`src/rtl/arb_mux.sv`:
```
// arb_mux: steered or round-robin N:1 valid/ready mux into a single-entry output register
module arb_mux #(
  parameter int busSize = 8,
  parameter int nIn     = 4,
  parameter int selW    = $clog2(nIn)
) (
  input  logic                   clk,
  input  logic                   rst_n,
  input  logic [nIn*busSize-1:0] in_data,
  input  logic [nIn-1:0]         in_valid,
  output logic [nIn-1:0]         in_ready,
  input  logic                   mode,
  input  logic [selW-1:0]        sel,
  output logic [busSize-1:0]     out_data,
  output logic [selW-1:0]        out_chan,
  output logic                   out_valid,
  input  logic                   out_ready
);
  logic [busSize-1:0] out_data_q, out_data_d;
  logic [selW-1:0]    out_chan_q, out_chan_d;
  logic               out_valid_q, out_valid_d;
  logic [selW-1:0]    last_q, last_d;
  logic [selW-1:0]    rr_g, rr_idx, g;
  logic               rr_hit, hit, load, xfer;
  always_comb begin
    rr_g   = '0;
    rr_idx = '0;
    rr_hit = 1'b0;
    // scan from the farthest offset down so the nearest valid channel after last_q wins
    for (int i = nIn; i >= 1; i--) begin
      rr_idx = selW'((int'(last_q) + i) % nIn);
      if (in_valid[rr_idx]) begin
        rr_g   = rr_idx;
        rr_hit = 1'b1;
      end
    end
  end
  assign load     = ~out_valid_q | out_ready;
  assign g        = mode ? rr_g : sel;
  assign hit      = mode ? rr_hit : (int'(sel) < nIn);
  assign in_ready = (rst_n && hit && load) ? nIn'(1) << g : '0;
  assign xfer     = |(in_ready & in_valid);
  always_comb begin
    out_data_d  = xfer ? in_data[int'(g)*busSize +: busSize] : out_data_q;
    out_chan_d  = xfer ? g : out_chan_q;
    out_valid_d = xfer ? 1'b1 : (out_ready ? 1'b0 : out_valid_q);
    last_d      = (xfer && mode) ? g : last_q;
  end
  always_ff @(posedge clk or negedge rst_n) begin
    if (!rst_n) begin
      out_data_q  <= '0;
      out_chan_q  <= '0;
      out_valid_q <= 1'b0;
      last_q      <= selW'(nIn - 1);
    end else begin
      out_data_q  <= out_data_d;
      out_chan_q  <= out_chan_d;
      out_valid_q <= out_valid_d;
      last_q      <= last_d;
    end
  end
  assign out_data  = out_data_q;
  assign out_chan  = out_chan_q;
  assign out_valid = out_valid_q;
endmodule
```
`config.mk`:
```
export PLATFORM = sky130hd
export DESIGN_NAME = arb_mux
export DESIGN_NICKNAME = d
export VERILOG_FILES = /design/src/rtl/arb_mux.sv
export SDC_FILE = /design/constraint.sdc
export NUM_CORES = 1
export LEC_CHECK = 0
export ABC_CLOCK_PERIOD_IN_PS = 3410
export CORE_ASPECT_RATIO = 1.25
export CORE_MARGIN = 2
export CORE_UTILIZATION = 41
export CTS_CLUSTER_SIZE = 20
export DETAILED_ROUTE_END_ITERATION = 12
export PLACE_DENSITY = 0.79
export SYNTH_ARGS = -nofsm -noshare
export SYNTH_HDL_FRONTEND = slang
export SYNTH_SLANG_ARGS = --single-unit
```
`constraint.sdc`:
```
create_clock -name clk -period 3.41 [get_ports clk]
set_input_delay 0.341 -clock clk [delete_from_list [all_inputs] [get_ports clk]]
set_output_delay 0.341 -clock clk [all_outputs]
set_load 0.005 [all_outputs]
```
Word level (Yosys, flattened, before mapping)
Cells that the tools add are included.
Word-level totals
  register bits: 13
  bits in latches: 0
  bits in writable memories: 0
  ROM bits: 0
  input bits: 42
  output and inout bits: 15
  word-level logic and storage cells: 43
  memories kept: 0
Operators by class
  add/sub/neg operators: 4
  multipliers: 0
  divide/modulo/power cells: 0
  order comparisons: 4
  equal/unequal tests: 0
  shift operators: 2
  mux-type cells: 21
  bitwise logic cells: 3
  reductions and logical operators: 5
Operators by type and width (count)
  32-bit by 6-bit variable part select with 8-bit output: 1
  2-bit by 3-bit < comparator with 1-bit output, second input constant: 4
  1-bit 2-to-1 mux: 11
  2-bit 2-to-1 mux: 5
  1-bit binary-select mux with 2-bit select: 4
  2-bit by 1-bit adder with 2-bit output, second input constant: 2
  2-bit adder, second input constant: 2
  4-bit AND: 1
  4-bit 2-to-1 mux: 1
  4-bit OR reduction: 1
  1-bit by 2-bit << shifter with 4-bit output, first input constant: 1
  1-bit logical AND: 3
  2-bit nonzero test: 1
  1-bit NOT: 1
  1-bit bitwise OR: 1

Depth between registers and ports, before layout
Gate-level depths: netlist (run 1).
  word-level depth: 14
  mapped depth: 8

Worst setup path before layout (run 1)
OpenSTA, ideal clock, no wires.
  path type: reg-to-reg
  start: register last_q[0]
  end: register out_data_q[0] (netlist: out_data[0])
  library setup time: 0.125 ns
  arrival time: 2.343 ns
  required time: 3.285 ns
  slack: 0.942 ns
  cell stages (with the launch flop): 8
  path buffers: 1
  clock period less this slack: 2.468 ns
  cell sequence: dfstp_2 > buf_6 > o21bai_1 > a2111oi_4 > o22ai_2 > or3b_4 > o22ai_4 > mux2_4
Between the ends
  cells in the longest elaborated chain, start to end: 13
  elaborated cells between the ends (all ways): 29
  those cells by class: add/sub: 4; shift: 2; mux: 19; bitwise: 1; reduce/logical: 3
RTL lines
  start, declared: line 22  | logic [selW-1:0] last_q, last_d;
  start signal, assigned: line 54  | last_q <= selW'(nIn - 1);
  start signal, assigned: line 59  | last_q <= last_d;
  parallel branches: the longest is 13 deep, another holds 2-bit by 1-bit adder with 2-bit output
  end signal, assigned: line 56  | out_data_q <= out_data_d;
  end, declared: line 19  | logic [busSize-1:0] out_data_q, out_data_d;
Several ways; the timed one is not identified. The select of a mux whose other input is x is not followed.
A chain may end at the register's enable or synchronous reset.

Worst setup path after layout (run 1)
  start: input in_valid[3]
  end: output in_ready[2]
Between the ends
  cells in the longest elaborated chain, start to end: 10
  elaborated cells between the ends (all ways): 22
  those cells by class: shift: 1; mux: 19; reduce/logical: 2
RTL lines
  start, declared: line 10  | input logic [nIn-1:0] in_valid,
  1-bit binary-select mux with 2-bit select: line 32  | if (in_valid[rr_idx]) begin
  1-bit 2-to-1 mux (implied by the code): line 32
  1-bit 2-to-1 mux (4 in a row): line 32
  1-bit 2-to-1 mux: line 40  | assign hit = mode ? rr_hit : (int'(sel) < nIn);
  1-bit logical AND (2 in a row): line 41  | assign in_ready = (rst_n && hit && load) ? nIn'(1) << g : '0;
  4-bit 2-to-1 mux (*): line 41
  end, declared: line 11  | output logic [nIn-1:0] in_ready,
Mark *: on every way between the ends. The rest lies on a longest branch, timed or not. The select of a mux whose other input is x is not followed.

==> results of run 1 <==
==> Yosys cell counts, types with 2 or more instances <==
library cell | n | area (sq um)
nor3b_1 | 3 | 22.5
nor3_1 | 2 | 10.0
mux2_4 | 8 | 120
o21ai_0 | 4 | 20.0
dfrtp_1 | 11 | 275
buf_4 | 2 | 15.0
buf_6 | 2 | 22.5
buf_2 | 2 | 10.0
or2b_2 | 2 | 17.5
mux2i_1 | 27 | 270
o211ai_1 | 2 | 15.0
nand2_1 | 4 | 15.0
nor2_1 | 5 | 18.8
dfstp_2 | 2 | 52.6
a2111oi_0 | 2 | 17.5
inv_1 | 4 | 15.0
==> layout by cell type (no fill, tap or decap), drive strengths merged, types with 2 or more instances in the layout <==
| master | Yosys | final |
|---|---|---|
| nand2 | 4 | 4 |
| mux2i | 28 | 28 |
| a2111oi | 3 | 3 |
| or3b | 2 | 2 |
| inv | 5 | 5 |
| mux2 | 8 | 8 |
| o211ai | 2 | 2 |
| dfstp | 2 | 2 |
| clkdlybuf4s50 | 0 | 56 |
| clkbuf | 3 | 4 |
| o22ai | 3 | 3 |
| buf | 6 | 4 |
| or2b | 3 | 3 |
| o21ai | 4 | 4 |
| dfrtp | 11 | 11 |
| nor3b | 3 | 3 |
| o311ai | 2 | 2 |
| nor3 | 2 | 2 |
| a21boi | 2 | 2 |
| nor2 | 5 | 5 |
==> worst max path at each step <==
stage                        endpoint  slack (ns)  cells after the start
after floorplan           out_data[0]        0.94                      7
after CTS                 in_ready[2]        0.32                      7
after global routing      in_ready[2]        0.13                      7
after global placement    out_data[5]        0.36                      7
after detailed placement  out_data[5]        0.30                      7
final                     in_ready[2]        0.32                      7
==> cells by family after synthesis <==
family                 after synthesis
muxes                               36
and+or+nand+nor                     27
buffers and inverters               14
AOI/OAI and AO/OA                   25
DFF                                 13
==> area by class of cell <==
type | instances | area, sq um
inverter | 5 | 18.8
sequential | 13 | 328
timing repair buffer | 60 | 591
multi-input combinational | 88 | 807
clock buffer | 4 | 26.3
fill | 244 | 1070
tap | 36 | 45.0
==> sequential cells by signal, summed over array words and instances, names as in the netlist <==
register   count
out_chan       2
out_data       8
last_q         2
out_valid      1
==> worst max-delay path, delay by kind of cell <==
kind            cells  cell delay, ns
compound gates      1            0.31
buf+inv             2            1.27
simple gates        4            0.82
==> metal layers <==
metal,global-route usage,up-vias,share of wire
met4,0.0833,0,0.016
met3,0.0415,6,0.070
met2,0.348,49,0.52
met1,0.218,500,0.40
met5,0,-,0
li1,-,544,-
==> power groups by stage <==
stage | clock [mW] | combinational, mW | sequential, mW
after floorplan | 0 | 0.390 | 0.279
after global placement | 0 | 0.593 | 0.305
after detailed placement | 0 | 0.613 | 0.301
after CTS | 0.0948 | 0.613 | 0.305
after global routing | 0.101 | 0.653 | 0.317
final | 0.0931 | 0.604 | 0.304
==> through the flow <==
step           hold WS [ns]  cells   util  power [mW]
2_1_floorplan        0.0454    115      -       0.669
3_3_place_gp          0.505    202  0.619       0.897
3_5_place_dp          0.493    202  0.619       0.914
4_1_cts               0.464    206  0.628        1.01
5_1_grt               0.494    206  0.628        1.07
6_report              0.466    206  0.628        1.00
==> flow_summary.json, run 1 <==
{
  "status": "complete, no violations",
  "gp_congestion": 0.737,
  "grt_max_degree": 15,
  "die_h_microns": 64.9,
  "synth_compound_area_frac": 0.188,
  "post_cts_resized": 0,
  "worstPathMaxFanout": 12,
  "num_antenna_cells": 0,
  "hpwl_mm": 2.44,
  "syn_area_sq_mm": 0.00122,
  "pin_count": 57,
  "finalInstanceArea_sq_mm": 0.00182,
  "r2r_end": "out_data[5]",
  "areaGrowthSynthToFinish_pct": 49.3,
  "postCtsHoldBufs": 0,
  "leakage_nw": 0.758,
  "grt_pass1_vias": 1178,
  "postRouteWirelength_mm": 3.01,
  "grt_first_pass_wirelength_mm": 5.01,
  "initial_core_util": 0.421,
  "maxCapViolCount": 0,
  "min_period_ns": 3.09,
  "synthFlopType": "dfrtp_1",
  "clkPwrFrac": 0.093,
  "combinationalPowerShare": 0.603,
  "ys_seq_elements": 13,
  "clk_pin_slew_ns": 0.07,
  "startpoint": "in_valid[3]",
  "place_area_sq_mm": 0.00179,
  "cp_slowest_cell": "clkdlybuf4s50_1",
  "wl_per_cell_microns": 14.6,
  "cts_setup_buffers": 0,
  "cp_slowest_stage_delay_ns": 0.73,
  "synthArstFlopShare": 1.00,
  "ant_nets": 0,
  "grt_usage": 0.196,
  "vias": 1099,
  "antenna_found_initial": 0,
  "synth.area.mux_share": 0.332,
  "slew_violations": 0,
  "ys_seq_area_frac": 0.270,
  "cts-root-buf": "clkbuf_4",
  "setup_viol": 0,
  "drive_gt1_frac": 0.159,
  "first_iter_violations": 10,
  "hp-class": "in2async",
  "worst-setup-path-type": "in2out",
  "synth_edf_count": 0,
  "core_sq_mm": 0.00289,
  "overflow": 0,
  "grt_setup_unrepaired": "false",
  "period_share": 0.906,
  "synth_top_family_by_area": "multiplexers",
  "max_slew_margin": 0.624,
  "clk_latency_ns": 0.28,
  "die_area_sq_mm": 0.00342,
  "yosys_warnings": 0,
  "ff2ff_path_depth": 6,
  "synth-simple-area-share": 0.135,
  "num-nets-final": 213,
  "r2r_start": "last_q[1]",
  "arrival_ns": 2.75,
  "p_int_mw": 0.658,
  "yosys.area_share.xor_xnor": 0,
  "cts_tree": "done",
  "start_kind": "input pin",
  "worst_slack_ns": 0.320,
  "cts_max_level": 1,
  "cp_common_cell": "clkdlybuf4s50_1",
  "netSwitchingPower_mw": 0.344,
  "crit_chain": "clkdlybuf4s50_1, nor2_1, and2_1, o221ai_1, nand3_1, nor3_1, clkdlybuf4s50_1",
  "cts_made_buffers": 3,
  "rows": 22,
  "worstPathRequired_ns": 3.07,
  "die_x_microns": 52.7,
  "skew_ns": 0.00352,
  "post-place-ws_ns": 0.296,
  "synth_fp_nets": 157,
  "power_frac_seq": 0.304,
  "vias_per_cell": 5.33,
  "ff2ff_setup_slack_ns": 0.74,
  "worst_slew_pin_slew_ns": 0.562,
  "powerDensity_mw_per_mm2": 552,
  "clk_path_buf_depth": 2,
  "syn_area_per_cell_sq_um": 10.6,
  "yosysUniqueCellTypes": 49,
  "io_buffers": 56,
  "fmax_ghz": 0.324,
  "cts_num_sinks": 13,
  "yosys.area_share.adder": 0,
  "setup_tns_ns": 0,
  "swShare": 0.343,
  "synthCells": 115,
  "ir_drop_mv": 0.364,
  "drtPass1Iterations": 4,
  "drc": 0,
  "hold_viol": 0,
  "cp-end-kind": "output port"
}
(Power assumes the default switching activity.)
==> run 2: changes to the inputs <==
Settings changed: SKIP_CTS_REPAIR_TIMING from default to 1.
==> results of run 2 <==
Final layout, timing and power as in run 1 (identical DEF).
